[src/rtl/mem_access_unit.sv]
// mem_access_unit
// ----------------------------------------------------------------------------
// Load/store unit between the stage-2 register block and a single-port data
// memory with a request/ack handshake. An access is checked for alignment,
// registered, and presented to memory until an ack arrives or the wait
// counter reaches TIMEOUT-1. Loads are lane-shifted and sign/zero-extended
// into load_data_out. Stores replicate data across lanes and drive a
// byte-lane mask.
//
// Ports
//   clk_in            sole clock, rising edge
//   rst_in            asynchronous active-low reset
//   mem_rd_req_in     load request
//   mem_wr_req_in     store request (wins over a load when both are set)
//   iadder_in[31:0]   effective byte address
//   rs2_in[31:0]      store data
//   load_size_in[1:0] 00 byte, 01 half, 10/11 word
//   load_unsigned_in  1 = zero-extend, 0 = sign-extend
//   dmem_ack_in       memory completion strobe
//   dmem_rdata_in     memory read word, valid with dmem_ack_in
//   dmem_req_out      memory request, held until ack or timeout
//   dmem_we_out       1 = write transfer
//   dmem_addr_out     word-aligned address
//   dmem_wdata_out    lane-replicated store data
//   dmem_wr_mask_out  byte-lane enables (0000 for loads)
//   load_data_out     extended load result, held between loads
//   load_valid_out    one-cycle pulse, load_data_out updated
//   stall_out         hold upstream pipeline (combinational)
//   misaligned_out    one-cycle pulse, misaligned access rejected
//   access_fault_out  one-cycle pulse, bus timeout
// ----------------------------------------------------------------------------
module mem_access_unit #(
  parameter int unsigned TIMEOUT = 16
) (
  input  logic        clk_in,
  input  logic        rst_in,
  input  logic        mem_rd_req_in,
  input  logic        mem_wr_req_in,
  input  logic [31:0] iadder_in,
  input  logic [31:0] rs2_in,
  input  logic [1:0]  load_size_in,
  input  logic        load_unsigned_in,
  input  logic        dmem_ack_in,
  input  logic [31:0] dmem_rdata_in,
  output logic        dmem_req_out,
  output logic        dmem_we_out,
  output logic [31:0] dmem_addr_out,
  output logic [31:0] dmem_wdata_out,
  output logic [3:0]  dmem_wr_mask_out,
  output logic [31:0] load_data_out,
  output logic        load_valid_out,
  output logic        stall_out,
  output logic        misaligned_out,
  output logic        access_fault_out
);

  typedef enum logic [0:0] {
    IDLE = 1'b0,
    BUSY = 1'b1
  } state_t;

  // Last counter value still spent waiting; reaching it without ack faults.
  localparam logic [7:0] TIMEOUT_LAST = 8'(TIMEOUT - 1);

  // Half needs addr[0]=0, word (and size 11) needs addr[1:0]=00.
  function automatic logic is_aligned(input logic [1:0] size, input logic [1:0] lo);
    logic ok;
    case (size)
      2'b00:   ok = 1'b1;
      2'b01:   ok = ~lo[0];
      default: ok = (lo == 2'b00);
    endcase
    return ok;
  endfunction

  // Byte-lane enables for a store.
  function automatic logic [3:0] store_mask(input logic [1:0] size, input logic [1:0] lo);
    logic [3:0] m;
    case (size)
      2'b00:   m = 4'b0001 << lo;
      2'b01:   m = 4'b0011 << lo;
      default: m = 4'b1111;
    endcase
    return m;
  endfunction

  // Replicate store data so every enabled lane sees the right bytes.
  function automatic logic [31:0] store_data(input logic [1:0] size, input logic [31:0] d);
    logic [31:0] w;
    case (size)
      2'b00:   w = {4{d[7:0]}};
      2'b01:   w = {2{d[15:0]}};
      default: w = d;
    endcase
    return w;
  endfunction

  // Move the addressed lane to bit 0, then extend.
  function automatic logic [31:0] load_extract(input logic [31:0] rdata,
                                               input logic [1:0]  size,
                                               input logic [1:0]  lo,
                                               input logic        uns);
    logic [31:0] sh;
    logic [31:0] r;
    sh = rdata >> {lo, 3'b000};
    case (size)
      2'b00: begin
        if (uns) begin
          r = {24'h000000, sh[7:0]};
        end else begin
          r = {{24{sh[7]}}, sh[7:0]};
        end
      end
      2'b01: begin
        if (uns) begin
          r = {16'h0000, sh[15:0]};
        end else begin
          r = {{16{sh[15]}}, sh[15:0]};
        end
      end
      default: r = rdata;
    endcase
    return r;
  endfunction

  state_t      state_r;
  logic [7:0]  cnt_r;
  logic        req_r;
  logic        we_r;
  logic [31:0] addr_r;
  logic [31:0] wdata_r;
  logic [3:0]  mask_r;
  logic [1:0]  size_r;
  logic [1:0]  lo_r;
  logic        uns_r;
  logic [31:0] load_data_r;
  logic        load_valid_r;
  logic        misaligned_r;
  logic        fault_r;

  logic        req_any_s;
  logic        aligned_s;
  logic        stall_s;

  assign req_any_s = mem_rd_req_in | mem_wr_req_in;
  assign aligned_s = is_aligned(load_size_in, iadder_in[1:0]);

  // Upstream hold: aligned request being accepted, or waiting on memory.
  // Gated by reset so nothing is reported while the unit is held in reset.
  always_comb begin
    stall_s = 1'b0;
    if (!rst_in) begin
      stall_s = 1'b0;
    end else if (state_r == IDLE) begin
      stall_s = req_any_s & aligned_s;
    end else begin
      stall_s = ~dmem_ack_in;
    end
  end

  // Access FSM, wait counter and all registered outputs.
  always_ff @(posedge clk_in or negedge rst_in) begin
    if (!rst_in) begin
      state_r      <= IDLE;
      cnt_r        <= 8'd0;
      req_r        <= 1'b0;
      we_r         <= 1'b0;
      addr_r       <= 32'h0000_0000;
      wdata_r      <= 32'h0000_0000;
      mask_r       <= 4'b0000;
      size_r       <= 2'b00;
      lo_r         <= 2'b00;
      uns_r        <= 1'b0;
      load_data_r  <= 32'h0000_0000;
      load_valid_r <= 1'b0;
      misaligned_r <= 1'b0;
      fault_r      <= 1'b0;
    end else begin
      load_valid_r <= 1'b0;
      misaligned_r <= 1'b0;
      fault_r      <= 1'b0;
      case (state_r)
        IDLE: begin
          if (req_any_s && aligned_s) begin
            state_r <= BUSY;
            cnt_r   <= 8'd0;
            req_r   <= 1'b1;
            we_r    <= mem_wr_req_in;
            addr_r  <= {iadder_in[31:2], 2'b00};
            size_r  <= load_size_in;
            lo_r    <= iadder_in[1:0];
            uns_r   <= load_unsigned_in;
            if (mem_wr_req_in) begin
              wdata_r <= store_data(load_size_in, rs2_in);
              mask_r  <= store_mask(load_size_in, iadder_in[1:0]);
            end else begin
              wdata_r <= 32'h0000_0000;
              mask_r  <= 4'b0000;
            end
          end else if (req_any_s) begin
            misaligned_r <= 1'b1;
          end else begin
            state_r <= IDLE;
          end
        end
        BUSY: begin
          // Ack is tested first so it beats a coincident timeout.
          if (dmem_ack_in) begin
            state_r <= IDLE;
            cnt_r   <= 8'd0;
            req_r   <= 1'b0;
            we_r    <= 1'b0;
            wdata_r <= 32'h0000_0000;
            mask_r  <= 4'b0000;
            if (!we_r) begin
              load_data_r  <= load_extract(dmem_rdata_in, size_r, lo_r, uns_r);
              load_valid_r <= 1'b1;
            end else begin
              load_valid_r <= 1'b0;
            end
          end else if (cnt_r == TIMEOUT_LAST) begin
            state_r <= IDLE;
            cnt_r   <= 8'd0;
            req_r   <= 1'b0;
            we_r    <= 1'b0;
            wdata_r <= 32'h0000_0000;
            mask_r  <= 4'b0000;
            fault_r <= 1'b1;
          end else begin
            cnt_r <= cnt_r + 8'd1;
          end
        end
        default: begin
          state_r <= IDLE;
          cnt_r   <= 8'd0;
          req_r   <= 1'b0;
          we_r    <= 1'b0;
          mask_r  <= 4'b0000;
        end
      endcase
    end
  end

  assign dmem_req_out     = req_r;
  assign dmem_we_out      = we_r;
  assign dmem_addr_out    = addr_r;
  assign dmem_wdata_out   = wdata_r;
  assign dmem_wr_mask_out = mask_r;
  assign load_data_out    = load_data_r;
  assign load_valid_out   = load_valid_r;
  assign stall_out        = stall_s;
  assign misaligned_out   = misaligned_r;
  assign access_fault_out = fault_r;

endmodule
[config.mk]
export PLATFORM = sky130hd
export DESIGN_NAME = mem_access_unit
export DESIGN_NICKNAME = d
export VERILOG_FILES = /design/src/rtl/mem_access_unit.sv
export SDC_FILE = /design/constraint.sdc
export NUM_CORES = 1
export LEC_CHECK = 0
export CORE_AREA = 2 2 120 122
export CTS_CLUSTER_SIZE = 14
export DETAILED_ROUTE_END_ITERATION = 10
export DIE_AREA = 0 0 122 124
export GPL_TIMING_DRIVEN = 0
export PLACE_DENSITY = 0.73
export SLEW_MARGIN = 20
export SYNTH_ARGS = -nofsm -noshare
export SYNTH_HDL_FRONTEND = slang
export SYNTH_SLANG_ARGS = --single-unit
[constraint.sdc]
create_clock -name clk_in -period 4.35 [get_ports clk_in]
set_input_delay 1.0875 -clock clk_in [delete_from_list [all_inputs] [get_ports clk_in]]
set_output_delay 1.0875 -clock clk_in [all_outputs]
set_load 0.01 [all_outputs]
# After elaboration in Yosys (flattened, before gate mapping)
# Cells that the tools add are included.
[classes]
n_addsub = 1
n_eq_ne = 5
shifts = 3
mux = 41
n_bitwise = 6
n_reduce_logical = 7
[ops]
columns = ["cell", "count"]
rows = [
  ["$mux 32", 6],
  ["$pmux 32 s2", 3],
  ["$shr 32x5->16", 1],
  ["$mux 8", 3],
  ["$mux 1", 18],
  ["$mux 4", 4],
  ["$pmux 4 s2", 2],
  ["$pmux 8 s2", 1],
  ["$add 8x1->8 const B", 1],
  ["$eq 8x4->1 const B", 1],
  ["$pmux 1 s2", 4],
  ["$logic_not 2->1", 3],
  ["$eq 2x1->1 const B", 2],
  ["$not 1->1", 4],
  ["$reduce_and 2->1", 2],
  ["$shl 1x2->4 const A", 1],
  ["$shl 2x2->4 const A", 1],
  ["$ne 3x2->1 const B", 1],
  ["$reduce_and 3->1", 1],
  ["$ne 2x1->1 const B", 1],
  ["$and 1x1->1", 1],
  ["$logic_and 1x1->1", 1],
  ["$or 1x1->1", 1],
]
[word_totals]
regBits = 117
input_bits = 104
output_inout_bits = 106

# Longest topological paths before layout
# Gate-level depths: netlist (run 1).
[depth]
word_depth = 5
depth_mapped = 7

# Least setup slack after synthesis (run 1)
# Ideal clock, no wire load.
[synth_path]
kind = "in2out"
from = "input iadder_in[0]"
to = "output stall_out"
arrival_time_ns = 2.303
setup_slack_ns = 0.959
cell_stages = 6
n_path_buf = 2
cell_sequence = "a21oi_1 nor2_1 or3_1 buf_6 buf_6 a21boi_0"
[synth_via]
elab_chain_len = 5
word_cells_on_any_way = 6
cone_classes = "mux: 3; bitwise: 2; reduce/logical: 1"
[synth_lines]
columns = ["element", "line", "text"]
rows = [
  ["start: declaration", "39", "input logic [31:0] iadder_in,"],
  ["$logic_not 2->1 or $not 1->1 (tied branches)", "71, 70", ""],
  ["$pmux 1 s2 *", "68", "case (size)"],
  ["$and 1x1->1 *", "155", "stall_s = req_any_s & aligned_s;"],
  ["$mux 1 *", "154", "end else if (state_r == IDLE) begin"],
  ["$mux 1 *", "152", "if (!rst_in) begin"],
  ["end: declaration", "52", "output logic stall_out,"],
]
# Every way passes the cells marked *; elsewhere a longest branch is shown, timed or not.

# Worst setup path in the final report (run 1)
[layout_path]
from = "input load_size_in[0]"
to = "output stall_out"
[layout_via]
elab_chain_len = 5
word_cells_on_any_way = 6
cone_classes = "eq/ne: 1; mux: 3; bitwise: 1; reduce/logical: 1"
[layout_lines]
columns = ["element", "line", "text"]
rows = [
  ["start: declaration", "41", "input logic [1:0] load_size_in,"],
  ["$eq 2x1->1 or $logic_not 2->1 (tied branches)", "68", ""],
  ["$pmux 1 s2 *", "68", ""],
  ["$and 1x1->1 *", "155", ""],
  ["$mux 1 *", "154", ""],
  ["$mux 1 *", "152", ""],
]
# Marked as above.

==> results of run 1 <==
## how the worst max path moves through the flow
stage | to | slack (ps)
finish | stall_out | 220
global route | stall_out | 80
CTS | stall_out | 190
detailed placement | stall_out | -370
global placement | stall_out | -3050
floorplan | stall_out | 960
## timing repair
| action | in CTS | in global routing |
|---|---|---|
| endpoints found under the setup margin | 1 | 0 |
| gates resized for setup | 6 | 0 |
| setup buffers | 0 | 0 |
## sequential cells by signal, summed over array words and instances, names as in the netlist
| signal | cells |
|---|---|
| access_fault_out | 1 |
| cnt_r | 8 |
| dmem_addr_out | 30 |
| dmem_req_out | 1 |
| dmem_wdata_out | 32 |
| dmem_we_out | 1 |
| dmem_wr_mask_out | 4 |
| lo_r | 2 |
| load_data_out | 32 |
| load_valid_out | 1 |
| misaligned_out | 1 |
| size_r | 2 |
| state_r | 1 |
| uns_r | 1 |
## layer usage
metal / share of wire / global-route usage
met2: 0.47 / 0.3631
met5: 0 / 0
met4: 0.030 / 0.1099
met3: 0.097 / 0.07326
met1: 0.40 / 0.2721
## layout by cell type, fill, tap and decap left out, types with 3 or more instances in the layout
cell type and instances:
bufinv_16 4, nand3_1 34, mux2_4 17, nor3_1 5, nor2_1 20, buf_6 6, o22ai_1 7, nor2b_1 3
o2bb2ai_1 11, a2bb2oi_1 7, o31ai_1 8, clkinv_2 3, or2_2 3, clkdlybuf4s50_1 203, nand3b_1 9, clkinvlp_4 5
o21ai_0 46, clkbuf_1 20, buf_1 4, a21oi_1 17, dfrtp_1 117, mux2_2 19, buf_2 6, nand2b_1 3
nand2_1 40, a21o_1 10, mux2i_1 36, a22o_1 18, dlygate4sd2_1 3, or3_1 3, clkbuf_16 17
## cell families after synthesis
family	Yosys count	share of synthesized area
AO/OA/AOI/OAI	131	0.1581
AND/OR/NAND/NOR	128	0.1129
flip-flops	117	0.5361
multiplexers	72	0.1519
buffers and inverters	39	0.03642
adder cells (fa/ha/maj)	1	0.002291
other	1	0.0006866
XOR/XNOR	1	0.001604
## per-stage QoR
stage | TNS, ps | hold slack, ps
2_1_floorplan | 0 | 485.3
3_3_place_gp | -269510 | 467.5
3_5_place_dp | -372.8 | 469.7
4_1_cts | 0 | 484.7
5_1_grt | 0 | 502.5
6_report | 0 | 482.2
## critical path, delay by kind of cell
| kind | cells | cell delay (ps) |
|---|---|---|
| buffers and inverters | 4 | 1090 |
| and+or+nand+nor | 2 | 490 |
| AOI/OAI and AO/OA | 2 | 370 |
## power groups by stage
stage	Sequential, W	Combinational [W]	Clock, W
2_1_floorplan	0.00170	0.000632	0
3_3_place_gp	0.00158	0.00164	0
3_5_place_dp	0.00159	0.00167	0
4_1_cts	0.00158	0.00167	0.00150
5_1_grt	0.00161	0.00179	0.00156
6_report	0.00157	0.00166	0.00148
## final cells by class
type,count,area share
flip-flops and latches,117,0.3476
multi-input cells,335,0.2790
repair buffers,208,0.2490
clock buffers,19,0.05258
well taps,180,0.02674
plain buffers,36,0.02228
clock inverters,13,0.02154
inverters,3,0.001337
==> results.md, run 1 <==
- The die covers about 0.015 mm².
- The cell sitting at the root of the clock tree is a clkbuf_16.
- The quantity of hold-fixing buffers added after cts is 0.
- After synthesis, the cell types taking the most area are dfrtp_1 (54%), mux2i_1 (6.6%), mux2_4 (4.7%).
- The category of the most critical setup path is primary input to output pin.
- From synthesis to final layout, the design area changed by 54.23%.
- The maximum fanout encountered on the critical timing path is 10.
- The analysis attributes to cell leakage a power of 3.707 nW.
- The end point of the most critical hold path is load_data_out[2].
- The maximum number of pins on one net before global-route repair is 77.
- The proportion of power drawn by the clock network is 0.313.
- The total area inside the core boundary comes to 0.01372 mm².
- The switching power as a share of total power is 0.3023.
- The count of cells in the finished layout, fillers not included, comes to around 900.
- The height of the die is 124 µm.
- In the routed design, unresolved DRC markers number 0.
- The endpoint identified for the worst register-to-register timing path is dmem_wdata_out[16].
- In this run, placement finished with an instance count of about 880.
- The critical path capture point type is an output pin.
- The initial standard-cell utilization of the core is 0.3981.
- Summing all non-filler instances in the final layout gives an area of 0.008423 mm².
- The congestion estimate from routability-driven global placement came to 0.8815.
- By instance count, the leading cell after synthesis is dfrtp_1.
- The floorplan has 43 rows.
- The worst hold path was traced through 2 stages.
- The startpoint identified for the worst hold timing path is load_data_out[2].
- The fraction of final layout cells with drive strength greater than 1 is 0.1218.
- The tree built by TritonCTS fans out to 117 sinks.
- Summing every instance area after synthesis gives 0.005461 mm².
- For this design the total switching power over the nets is between 0.001 and 0.0015 W.
- Measured in cells, the most critical reg-to-reg path has a length of 7.
- Buffers placed on the I/O ports in this run total slightly above 200.
- The minimum setup slack in the final design is 224.2 ps.
- The data arrival time at the worst-slack endpoint is between 3000 and 4000 ps.
- The utilization of the core after routing is 0.6140.
- The detailed router placed 4847 vias in this run.
- In the final layout, the multi-input gates occupy 0.002350 mm².
- Among all flip-flop cells after synthesis, the most frequent one is dfrtp_1.
- The proportion of register bits with asynchronous set or reset after synthesis is 1.000.
- dfrtp_1 takes more of the synthesized area than any other cell.
- Clock-pin slew was measured on the worst setup and hold paths at 50 ps.
- The clock skew after layout is 9.722 ps.
- The critical path starts at load_size_in[0].
- The number of fill cells is 1145.
- TritonCTS built the clock tree.
- On the worst path, the slowest cell contributes a delay of 480 ps.
- The number of global-route vias before repair came to just under 5000.
- The Yosys step of the flow raised 0 warnings.
- The startpoint identified for the worst register-to-register timing path is cnt_r[0].
- The run finished with clean final reports.
- The startpoint type of the worst setup path is a primary input.
- The final cycle utilization of the critical path is 0.9485.
- The die outline width is 122 µm.
- The cell with the largest stage delay on the worst path is clkdlybuf4s50_1.
- The sequential cell fraction of total power is 0.334.
- The final net count is 823.
- The share of synthesized area in the top cell type comes to 0.5361.
- The initial antenna violation count is 0.
- The clock latency on the worst-skew pair is ~420 ps.
- The hold violation total from the final report is 0.
- STA puts the critical path data required time at 3260 ps.
- The number of antenna diodes in the final layout is 0.
- Summed over all nets, the half-perimeter wirelength after detailed placement is 12470 µm.
- The first global-routing pass estimated 25800 µm of wire.
- The number of flops mapped to enable cells by yosys is 0.
- The register area is 0.002928 mm².
- The total clock buffers created by CTS is 17.
- The flop-to-flop setup slack is 2290 ps.
- The count of final setup violators is 0.
- Sorting the synthesized cells by how often they occur yields dfrtp_1 (117), o21ai_0 (46), nand2_1 (40).
- The longest clock path from root to sink contains 2 buffers.
- The mean cell area of the mapped netlist is 11.15 µm².
- Counting I/O delays and the setup requirement, the final critical path takes 4126 ps.
- The number of violations of the max-capacitance limit is 0.
- The share of the Yosys chip area taken by registers is 0.5361.
- The path class of the lowest-slack min-delay path is flop to flop.
- The final routed wirelength across all metal layers is approximately 17000 µm.
- The overall fraction of global-route tracks in use is 0.2250.
- The iteration-0 DRC count of the detailed router is 260.
- After detailed routing, the number of vias per cell comes to ~5.3.
- The internal power of the cells totals 0.003288 W.
- The count of TritonRoute iterations in the first routing pass is 4.
- Power spread over the standard cell area amounts to between 500 and 600 mW/mm².
- The design draws ~0.0047 W.
- The number of max-slew violations in the final report is 0.
- The post-place setup slack is -372.8 ps.
- The final antenna-violating net count is 0.
- Setup repair after global routing left no endpoint under its margin.
- 210 I/O pins were placed.
- Counting stages on the worst path, the most repeated cell is buf_6.
- IR analysis of the VDD net gives a maximum drop of 0.2232 mV.
- Measured against its own limit, the worst slew margin works out to 0.3896.
- The combinational share of power is 0.353.
- The signal on the critical path passes through clkdlybuf4s50_1 > a21oi_2 > nor2_1 > or3_4 > buf_6 > buf_6 > a21boi_0 > dlygate4sd2_1.
- The register bit total from synthesis is 117.
- The unique cell type count in the Yosys netlist is 41.
- The cell count after synthesis is 490.
- After detailed placement, the total cell area comes to 0.007791 mm².
- The H-tree depth is 4.
- The highest clock rate is roughly 240 MHz.
- Global routing finished with a remaining overflow of 0.
- The slew at the pin closest to its max-slew limit is 912.3 ps.
- The detail-routed net length per standard cell is 18.47 µm.
(Power assumes the default switching activity.)
==> inputs of run 2 (changes only) <==
--- a/config.mk
+++ b/config.mk
@@ -5,12 +5,11 @@
 export SDC_FILE = /design/constraint.sdc
 export NUM_CORES = 1
 export LEC_CHECK = 0
-export CORE_AREA = 2 2 120 122
+export CORE_AREA = 2 2 134 136
 export CTS_CLUSTER_SIZE = 14
 export DETAILED_ROUTE_END_ITERATION = 10
-export DIE_AREA = 0 0 122 124
+export DIE_AREA = 0 0 136 138
 export GPL_TIMING_DRIVEN = 0
-export PLACE_DENSITY = 0.73
 export SLEW_MARGIN = 20
 export SYNTH_ARGS = -nofsm -noshare
 export SYNTH_HDL_FRONTEND = slang
==> run 2 against run 1 <==
- hold slack gained 0.57 ps
- total power increased by 1.9%
- core utilization shrank 13 points
- setup slack gained 10 ps
- sequential power hardly changed
- via count decreased by 1.2%
- clock power grew 5%
- sequential cell count is the same
- count of clock-buffer cells in the layout shrank 2
- largest cell class unchanged
- non-clock buffer count increased by 1
- largest power group unchanged
- cell area increased by 1.2%
==> results.md, run 2 (synthesis results as in run 1) <==
- The category of the most critical setup path is primary input to output pin.
- The tightest min-delay check is of the flop to flop type.
- The run finished with clean final reports.
- Setup repair after global routing left no endpoint under its margin.
- The critical path starts at load_size_in[0].
- In the finished design, the share of the clock period the worst path needs comes to 0.9461.
- Setup violations remaining at the end of the flow were counted as 0.
- The launch instance of the worst min-delay path is load_data_out[0].
- The initial utilization of the core area, before any placement, comes to 0.3115.
- The core region is ~0.018 mm².
- The full die area is roughly 0.019 mm².
- Data arrives at the worst endpoint at just over 3000 ps.
- The number of antenna diodes in the final layout is 0.
- The number of DRC violations after detailed routing is 0.
- The number of violations of the max-capacitance limit is 0.
- Counting along the longest clock path gives a buffer depth of 2.
- The clock skew after layout is between 7 and 8 ps.
- The number of max-slew violations in the final report came to 0.
- The count of buffers added on input and output ports is 207.
- The placed instances occupy a cell area of roughly 0.0079 mm².
- After clock tree synthesis, the flow added hold-fix buffers numbering 0.
- In the final routed layout, each cell accounts on average for between 15 and 20 µm.
- Adding up every negative setup slack in the final design gives 0 ps.
- The die is 138 µm tall.
- In this run the core area contains 49 standard-cell rows.
- The maximum vdd drop is 0.2840 mV.
- TritonCTS built the clock tree.
- The power per cell area is 563.7 mW/mm².
- STA puts the critical path data required time at 3260 ps.
- In this run the count of I/O pins placed on the die edge is 210.
- Total power for the finished layout comes to ~0.0048 W.
- The startpoint type of the worst setup path is a primary input.
- The clock sink count is 117.
- STA classifies the critical path endpoint as an output pin.
- Once detailed placement completed, the half-perimeter wirelength came to 13040 µm.
- The fraction of final layout cells with drive strength greater than 1 is 0.1243.
- The leading cell type in the layout, fill and taps excluded is clkdlybuf4s50_1.
- The hold violation total from the final report is 0.
- The die outline width is between 100 and 150 µm.
- Headroom to the max-slew limit came out at 0.3585.
- The weighted congestion reported at the end of routability-driven placement is 0.8710.
- The routed layout has 4790 vias.
- The layout overhead on the synthesized area is 56.01%.
- The H-tree depth is 4.
- The launch instance of the worst register-to-register path is cnt_r[0].
- The final routed wirelength across all metal layers is roughly 17000 µm.
- The post-route standard cell area excluding fillers is around 0.0085 mm².
- At the later pin of the worst-skew pair, clock insertion delay measures 410 ps.
- The clock period minus worst slack is between 4000 and 5000 ps.
- The clock transition at the registers of the reported paths is around 60 ps.
- The maximum number of pins on one net before global-route repair is 78.
- The initial antenna violation count is 0.
- For this run, the total global-route usage over all layers was measured as 0.1896.
- The total congestion overflow is 0.
- The first detailed-routing pass ran for 5 iterations.
- The number of global-route vias before repair is 5095.
- The slew at the pin closest to its max-slew limit is 958.7 ps.
- Along the worst path, the maximum fanout reaches 10.
- The root buffer cell is clkbuf_16.
- The final antenna-violating net count is 0.
- The worst hold slack is about 480 ps.
- The total clock buffers created by CTS is 17.
- The iteration-0 DRC count of the detailed router is approximately 230.
- The via count normalized by instance count is between 4 and 5.
- The first-pass GRT wire length is 27380 µm.
- Derived from the worst setup path, the maximum achievable clock frequency is 243.0 MHz.
- In the layout the commonest cells are clkdlybuf4s50_1 (203), dfrtp_1 (117), o21ai_0 (46).
- In the final design database the tool counted 824 nets.
- The total leakage power is 3.735 nW.
-- run 2: cell type report --
type                    instances  area [µm²]
plain buffers                  36       187.7
clock buffers                  17       425.4
clock inverters                15       227.7
fillers                      1630        9014
inverters                       3       11.26
multi-input cells             335        2350
flip-flops and latches        117        2928
well taps                     229       286.5
repair buffers                209        2105
-- run 2: worst paths after layout --
kind	endpoint	slack [ps]	depth (start not counted)
max	stall_out	230	8
min	load_data_out[0]	480	2
max reg2reg	dmem_wdata_out[16]	2250	7
min reg2reg	load_data_out[0]	480	2
max in group asynchronous	dmem_wr_mask_out[1]	3040	2
min in group asynchronous	load_data_out[3]	580	1
-- run 2: report_power, final --
group          switching, W  total [W]  leakage [nW]  internal (W)
Combinational      0.000738    0.00166          1.95      0.000924
Clock              0.000535    0.00156         0.314       0.00102
Sequential         0.000188    0.00158          1.47       0.00140
Total               0.00146    0.00480          3.74       0.00334
-- run 2: timing repair --
item / 4_1_cts / 5_1_grt
setup endpoints to repair: 1 / 0
resized for setup: 6 / 0
hold endpoints to repair: 0 / 0
buffers inserted: 1 / 0
-- run 2: through the flow --
| step | cells | util | worst slack, ps |
|---|---|---|---|
| after detailed placement | 928 | 0.4478 | -370.8 |
| after global placement | 927 | 0.4462 | -3153 |
| final | 961 | 0.4859 | 234.4 |
| after CTS | 961 | 0.4859 | 208.5 |
| after global routing | 961 | 0.4859 | 117.6 |
| after floorplan | 491 | - | 959.1 |
-- run 2: per-layer routing --
| metal | up-vias | track usage | wire length [µm] |
|---|---|---|---|
| li1 | 2240 | - | - |
| met1 | 2317 | 0.2372 | 7353 |
| met4 | 0 | 0.06250 | 287 |
| met3 | 15 | 0.06051 | 1673 |
| met5 | - | 0 | 0 |
| met2 | 218 | 0.3094 | 8120 |
-- run 2: critical path: stages --
cell,delay [ps]
clkdlybuf4s50_1,500
a21oi_2,200
nor2_1,70
or3_4,390
buf_6,160
buf_6,160
a21boi_0,160
dlygate4sd2_1,280
